<file path="config.mk">
export PLATFORM = sky130hd
export DESIGN_NAME = layer_mem_arbiter
export DESIGN_NICKNAME = d
export VERILOG_FILES = /design/src/rtl/layer_mem_arbiter.sv
export SDC_FILE = /design/constraint.sdc
export NUM_CORES = 1
export LEC_CHECK = 0
export BUFFER_PORTS_ARGS = -buffer_cell sky130_fd_sc_hd__buf_2
export CORE_MARGIN = 5
export CORE_UTILIZATION = 48
export CTS_CLUSTER_DIAMETER = 150
export DETAILED_ROUTE_END_ITERATION = 8
export HOLD_SLACK_MARGIN = 0.08
export MAX_ROUTING_LAYER = met4
export PLACE_DENSITY = 0.8
export SLEW_MARGIN = 20
export SYNTH_ARGS = -nofsm -noshare
export SYNTH_HDL_FRONTEND = slang
export SYNTH_SLANG_ARGS = --single-unit
</file>
<file path="constraint.sdc">
create_clock -name clk -period 4.75 [get_ports clk]
set_clock_uncertainty 0.2 [all_clocks]
set_input_delay 0.95 -clock clk [delete_from_list [all_inputs] [get_ports clk]]
set_output_delay 0.95 -clock clk [all_outputs]
set_load 0.01 [all_outputs]
</file>
<file path="src/rtl/layer_mem_arbiter.sv">
// Two-port arbiter between the inference engine and the debug host for the layer memory.
// Round-robin on conflict, optional host lock for dump bursts, registered memory strobes.
module layer_mem_arbiter #(
    parameter int unsigned LOCK_MAX = 16
) (
    input  logic        clk,
    input  logic        reset,

    input  logic        e_req_i,
    input  logic        e_we_i,
    input  logic [2:0]  e_sel_i,
    input  logic [11:0] e_addr_i,
    input  logic [19:0] e_wdata_i,
    output logic        e_gnt_o,
    output logic        e_rvalid_o,
    output logic [19:0] e_rdata_o,

    input  logic        h_req_i,
    input  logic        h_we_i,
    input  logic [2:0]  h_sel_i,
    input  logic [11:0] h_addr_i,
    input  logic [19:0] h_wdata_i,
    input  logic        h_lock_i,
    output logic        h_gnt_o,
    output logic        h_rvalid_o,
    output logic [19:0] h_rdata_o,

    output logic        m_cwr_o,
    output logic        m_crd_o,
    output logic [2:0]  m_csel_o,
    output logic [11:0] m_addr_o,
    output logic [19:0] m_wdata_o,
    input  logic [19:0] m_rdata_i,

    output logic        sel_err_o,
    output logic [15:0] conflict_cnt_o
);

    localparam int unsigned CntW = $clog2(LOCK_MAX + 1);
    localparam logic [CntW-1:0] LockMax = CntW'(LOCK_MAX);

    typedef enum logic [0:0] {StArb, StHostLock} state_e;

    state_e          state_q, state_d;
    logic [CntW-1:0] lock_cnt_q, lock_cnt_d;
    logic            last_host_q, last_host_d;
    logic            e_gnt, h_gnt, lock_hold;

    // Arbitration and lock FSM
    always_comb begin
        state_d     = state_q;
        lock_cnt_d  = lock_cnt_q;
        e_gnt       = 1'b0;
        h_gnt       = 1'b0;
        lock_hold   = (state_q == StHostLock) && h_req_i && h_lock_i && (lock_cnt_q < LockMax);
        if (lock_hold) begin
            h_gnt      = 1'b1;
            lock_cnt_d = lock_cnt_q + 1'b1;
        end else begin
            if (e_req_i && h_req_i) begin
                e_gnt = last_host_q;
                h_gnt = ~last_host_q;
            end else begin
                e_gnt = e_req_i;
                h_gnt = h_req_i;
            end
            if (h_gnt && h_lock_i) begin
                state_d    = StHostLock;
                lock_cnt_d = CntW'(1);
            end else begin
                state_d    = StArb;
                lock_cnt_d = '0;
            end
        end
        last_host_d = h_gnt ? 1'b1 : (e_gnt ? 1'b0 : last_host_q);
    end

    assign e_gnt_o = e_gnt;
    assign h_gnt_o = h_gnt;

    // Granted command mux
    logic        gnt_any, c_we, sel_ok;
    logic [2:0]  c_sel;
    logic [11:0] c_addr;
    logic [19:0] c_wdata;

    assign gnt_any = e_gnt | h_gnt;
    assign c_we    = h_gnt ? h_we_i    : e_we_i;
    assign c_sel   = h_gnt ? h_sel_i   : e_sel_i;
    assign c_addr  = h_gnt ? h_addr_i  : e_addr_i;
    assign c_wdata = h_gnt ? h_wdata_i : e_wdata_i;
    assign sel_ok  = (c_sel != 3'd0) && (c_sel <= 3'd5);

    logic        m_cwr_q, m_cwr_d, m_crd_q, m_crd_d;
    logic [2:0]  m_csel_q, m_csel_d;
    logic [11:0] m_addr_q, m_addr_d;
    logic [19:0] m_wdata_q, m_wdata_d;
    logic        sel_err_q, sel_err_d;
    logic [15:0] conflict_q, conflict_d;

    always_comb begin
        m_cwr_d    = gnt_any & c_we & sel_ok;
        m_crd_d    = gnt_any & ~c_we & sel_ok;
        m_csel_d   = gnt_any ? c_sel : m_csel_q;
        m_addr_d   = gnt_any ? c_addr : m_addr_q;
        m_wdata_d  = gnt_any ? c_wdata : m_wdata_q;
        sel_err_d  = sel_err_q | (gnt_any & ~sel_ok);
        conflict_d = conflict_q;
        if (e_req_i && h_req_i && (conflict_q != 16'hFFFF)) begin
            conflict_d = conflict_q + 16'd1;
        end
    end

    // Read-return owner pipeline: stage 1 = strobe cycle, stage 2 = data cycle
    logic p1_valid_q, p1_host_q, p1_bad_q;
    logic p2_valid_q, p2_host_q, p2_bad_q;
    logic [19:0] rd_val, e_rdata_q, h_rdata_q;

    assign rd_val     = p2_bad_q ? 20'd0 : m_rdata_i;
    assign e_rvalid_o = p2_valid_q & ~p2_host_q;
    assign h_rvalid_o = p2_valid_q & p2_host_q;
    assign e_rdata_o  = e_rvalid_o ? rd_val : e_rdata_q;
    assign h_rdata_o  = h_rvalid_o ? rd_val : h_rdata_q;

    always_ff @(posedge clk or posedge reset) begin
        if (reset) begin
            state_q     <= StArb;
            lock_cnt_q  <= '0;
            last_host_q <= 1'b1;
            m_cwr_q     <= 1'b0;
            m_crd_q     <= 1'b0;
            m_csel_q    <= 3'd0;
            m_addr_q    <= 12'd0;
            m_wdata_q   <= 20'd0;
            sel_err_q   <= 1'b0;
            conflict_q  <= 16'd0;
            p1_valid_q  <= 1'b0;
            p1_host_q   <= 1'b0;
            p1_bad_q    <= 1'b0;
            p2_valid_q  <= 1'b0;
            p2_host_q   <= 1'b0;
            p2_bad_q    <= 1'b0;
            e_rdata_q   <= 20'd0;
            h_rdata_q   <= 20'd0;
        end else begin
            state_q     <= state_d;
            lock_cnt_q  <= lock_cnt_d;
            last_host_q <= last_host_d;
            m_cwr_q     <= m_cwr_d;
            m_crd_q     <= m_crd_d;
            m_csel_q    <= m_csel_d;
            m_addr_q    <= m_addr_d;
            m_wdata_q   <= m_wdata_d;
            sel_err_q   <= sel_err_d;
            conflict_q  <= conflict_d;
            p1_valid_q  <= gnt_any & ~c_we;
            p1_host_q   <= h_gnt;
            p1_bad_q    <= ~sel_ok;
            p2_valid_q  <= p1_valid_q;
            p2_host_q   <= p1_host_q;
            p2_bad_q    <= p1_bad_q;
            e_rdata_q   <= e_rdata_o;
            h_rdata_q   <= h_rdata_o;
        end
    end

    assign m_cwr_o        = m_cwr_q;
    assign m_crd_o        = m_crd_q;
    assign m_csel_o       = m_csel_q;
    assign m_addr_o       = m_addr_q;
    assign m_wdata_o      = m_wdata_q;
    assign sel_err_o      = sel_err_q;
    assign conflict_cnt_o = conflict_q;

endmodule

</file>
## Yosys cells after proc, flatten, opt, wreduce, memory -nomap -nowiden

Cells that the tools add are included.

| cells by class | value |
|---|---|
| $add $sub $neg | 2 |
| magnitude comparators | 2 |
| equality and inequality tests | 1 |
| mux-type cells | 17 |
| bitwise logic cells | 13 |
| reduce and logical (&&, ||, !) cells | 9 |

Operators by type and width:

| kind | number |
|---|---|
| $mux 20 | 4 |
| $add 16x1->16 const B | 1 |
| $ne 16x16->1 const B | 1 |
| $mux 12 | 1 |
| $mux 1 | 10 |
| $and 1x1->1 | 7 |
| $logic_and 1x1->1 | 7 |
| $add 5x1->5 const B | 1 |
| $lt 5x5->1 const B | 1 |
| $mux 5 | 1 |
| $not 1->1 | 4 |
| $le 3x3->1 const B | 1 |
| $mux 3 | 1 |
| $reduce_bool 3->1 | 1 |
| $or 1x1->1 | 2 |
| $reduce_bool 2->1 | 1 |

| word-level totals | value |
|---|---|
| bits in registers | 107 |
| input port bits | 97 |
| output and inout bits | 98 |
| word-level logic and storage cells | 62 |

## Depth between registers and ports, before layout

| logic depth | value |
|---|---|
| depth after elaboration | 11 |
| depth in mapped cells | 8 |
| depth with buffers taken out | 5 |

## Worst setup path before layout

OpenSTA, ideal clock, no wires.

| path | value |
|---|---|
| path type | input -> output |
| start point | in h_req_i |
| end point | out h_gnt_o |
| data arrival time | 1676 ps |
| required time | 3600 ps |
| setup slack | 1924 ps |
| stages on the path | 5 |
| path buffers | 2 |
| cell sequence | buf_6 > and4b_4 > a21oi_4 > inv_2 > buf_2 |

| on the way | value |
|---|---|
| word-level cells in the longest chain between the ends | 4 |
| elaborated cells between the ends (all ways) | 7 |
| those cells by class | 3 x mux; 4 x reduce/logical |

Ends and longest elaborated chain:

| what | line | RTL |
|---|---|---|
| start: declaration | 18 | `input logic h_req_i,` |
| $logic_and 1x1->1, on equally long branches | 60, 55 |  |
| $mux 1 or $logic_and 1x1->1 (tied branches) | 60, 55 |  |
| $mux 1 or $logic_and 1x1->1 (tied branches) | 56, 55 |  |
| $mux 1 (*) | 56 | `if (lock_hold) begin` |
| end: declaration | 24 | `output logic h_gnt_o,` |

Mark *: on every way between the ends. The rest lies on a longest branch, timed or not. The select of a mux whose other input is x is not followed.

## Worst setup path in the final report

Ends and elaborated chain as after synthesis.

==> key figures <==
Detailed routing
  – 1st-iter DRT viols: 185
  – DR pass1 iterations: 4
  – Via count: 3991
  – DRC violations left: 0
  – Drt via density: 5.06
  – Drt wl/cell: 14.5 um
  – Total wire length: 11.4 mm
  – Antenna Violating Nets Remaining: 0

Synth
  – Synthesized cell area: 0.00459 mm2
  – XOR/XNOR Fraction of Synth Area: 0.0191
  – Top cell type by total area after synthesis: dfrtp_1
  – Asr flop ratio synth: 1.00
  – Syn_nets: 575
  – EDFF count, synth: 0
  – Top FF cell, synth: dfrtp_1
  – Area share of fa/ha/maj cells after synthesis: 0.00545
  – Flops & latches, synth: 107
  – Top post-synthesis cells by area: dfrtp_1 (58%), nand2_1 (9.7%), a31oi_1 (5.2%)
  – Register area share after synthesis: 0.584
  – Post-synthesis cell count: 476
  – Synthesis Warnings: 0
  – Post-synthesis compound-gate area fraction: 0.121
  – Area share of and/or/nand/nor cells after synthesis: 0.221
  – Multiplexer area fraction after synthesis: 0.0117
  – Largest family of logic cells by synthesized area: simple AND/OR/NAND/NOR gates
  – Post-Syn Area per Cell: 9.64 um2
  – Yosys top cell area share: 0.578
  – Distinct cells, synth: 44

Power and ir drop
  – LEAKAGE: 2.97 nW
  – Switching Fraction: 0.324
  – Cell Pwr Density: 383 mW/mm2
  – Peak supply drop: 173 uV
  – Seq pwr share: 0.519
  – Combinational power share: 0.251
  – Internal: 0.00150 W
  – Net Sw Power: 0.000717 W
  – Clk pwr share: 0.230

STA
  – Fmax: 296 MHz
  – Final TNS setup: 0 ps
  – Slew Limit Headroom: 0.505
  – Min Tclk post-route: 3380 ps
  – Hold Vio Cnt, Final: 0
  – Slew Viols, Final: 0
  – Setup violations, final: 0
  – Slew @ Worst Pin: 742 ps
  – RSZ-0062 raised after global routing: no
  – Final Cycle Share: 0.712

Clock tree
  – CTS H-tree depth: 3
  – Num Clock Sinks: 107
  – Resized Gates After CTS: 0
  – Worst-path clk slew: 90 ps
  – Clock Tree Buf Depth: 2
  – CTS buffer count: 9
  – Post-CTS Hold Buffers: 0
  – CTS root buffer: clkbuf_8
  – # Post-CTS Setup Buffers: 0
  – Clock latency on the worst-skew pair: 350 ps
  – CTS tree: done

Floorplan
  – Core Box Area: 0.00928 mm2
  – Die height: 108 um
  – Row count: 35
  – Die span in x: 108 um
  – I/O Pins: 195
  – Initial Utilization: 0.494
  – Die area: 0.0116 mm2

Status
  – Status: completed

Worst setup path
  – Critical path class: primary input to output port
  – CP delay by family, top: buffers and inverters
  – CP required: 3600 ps
  – Worst path most repeated cell: buf_2
  – Crit path DAT: 2230 ps
  – Critical path cell sequence: buf_2 -> and4b_4 -> a21oi_4 -> inv_2 -> buf_2
  – CP max stage delay: 500 ps
  – Crit. End Element: output port
  – Crit path launch type: primary input
  – Crit-path max FO: 40
  – Slowest CP cell: inv_2
  – CP bufs+invs: 3

Hold path
  – Tightest Hold Check Type: register to register

Global route
  – GR Util All Layers: 0.206
  – GRT met2 Usage: 0.326
  – Initial antenna violation count: 0
  – Met1 global-route usage: 0.252
  – Met3 Usage GRT: 0.0498
  – First-pass GRT wire length: 18.7 mm
  – Pin count of the biggest net entering global routing: 88
  – Vias in the first global route: 4006
  – Busiest layer in global routing: met2
  – Total grt overflow: 0

Place
  – I/O Buffers: 194
  – Placed wire-length estimate: 8.51 mm
  – GP Congestion: 0.801
  – DP Cell Count: 773

Finish
  – Layout cells sized above 1: 0.345
  – Layout net count: 754
  – Inserted Diodes: 0
  – Final non-filler cell total: 789
  – Leading cell type in the layout, fill and taps excluded: buf_2
  – Most frequent cells in the layout: buf_2 (194), nand2_1 (118), dfrtp_1 (106), nor2_1 (41), o21ai_0 (41)
  – Filler cell count in the final layout: 803
  – Area delta synth->final: 25.9%

Run
  – Max cap viols: 0
per-stage QoR:
stage	util	cell area [um2]	setup slack [ps]	hold WS, ps	power, W
after CTS	0.622	5770	1380	159	0.00225
final	0.622	5780	1370	159	0.00221
after detailed placement	0.602	5590	1370	135	0.00173
after global routing	0.622	5780	1280	177	0.00236
after floorplan	-	4590	784	131	0.00147
after global placement	0.602	5590	1410	132	0.00171
cells in the mapped netlist (6+ instances only):
cell type,count
clkbuf_1,17
a31oi_1,38
dfrtp_1,106
nand3_1,14
xnor2_1,8
nand2b_1,22
nand4_1,6
o21ai_0,41
nor2_1,41
a21oi_1,6
nand2_1,119
inv_1,6
cell type report:
cell class / instances / area, um2 / area share
sequential: 107 / 2680 / 0.464
clock buffer: 10 / 138 / 0.0238
multi-input combinational: 334 / 1740 / 0.302
clock inverter: 6 / 40.0 / 0.00693
timing repair buffer: 196 / 986 / 0.171
tap: 129 / 161 / 0.0279
inverter: 7 / 31.3 / 0.00541
logic make-up after synthesis:
family / Yosys count
flip-flops: 107
XOR/XNOR: 10
buffers and inverters: 35
AO/OA/AOI/OAI: 94
adder cells (fa/ha/maj): 2
multiplexers: 5
AND/OR/NAND/NOR: 223
flip-flops by register name, indices dropped and copies added (netlist names), 3 cells and up:
register        flops
conflict_cnt_o     16
e_rdata_q          20
h_rdata_q          20
lock_cnt_q          5
m_addr_o           12
m_csel_o            3
m_wdata_o          20
worst reg2reg max path, cell delays in order (launching register included):
cell	delay, ps
dfrtp_1	410
and4b_4	360
a21oi_4	40
inv_2	500
nand2_1	170
a31oi_1	210
path summary, 6_finish.rpt:
path | start | endpoint | slack (ps) | depth (start not counted)
max in group asynchronous | reset | m_addr_o[7] | 3040 | 3
setup reg to reg | lock_cnt_q[4] | m_wdata_o[4] | 2780 | 5
setup / recovery | h_req_i | h_gnt_o | 1370 | 5
hold / removal | p1_bad_q | p2_bad_q | 160 | 0
min in group asynchronous | reset | conflict_cnt_o[8] | 540 | 2
hold reg to reg | p1_bad_q | p2_bad_q | 160 | 0
power by group through the flow:
stage,Clock [W],Combinational [W],Sequential (W)
6_report,0.000509,0.000556,0.00115
5_1_grt,0.000565,0.000626,0.00117
4_1_cts,0.000529,0.000566,0.00115
3_5_place_dp,0,0.000565,0.00117
3_3_place_gp,0,0.000548,0.00116
2_1_floorplan,0,0.000293,0.00118
metal layers:
metal / share of wire / up-vias / wire length [um]
li1: - / 1961 / -
met5: 0 / - / 0
met3: 0.074 / 30 / 841
met4: 0.027 / 0 / 305
met2: 0.47 / 159 / 5420
met1: 0.42 / 1841 / 4850
No activity file was read; power rests on OpenSTA's default activity.
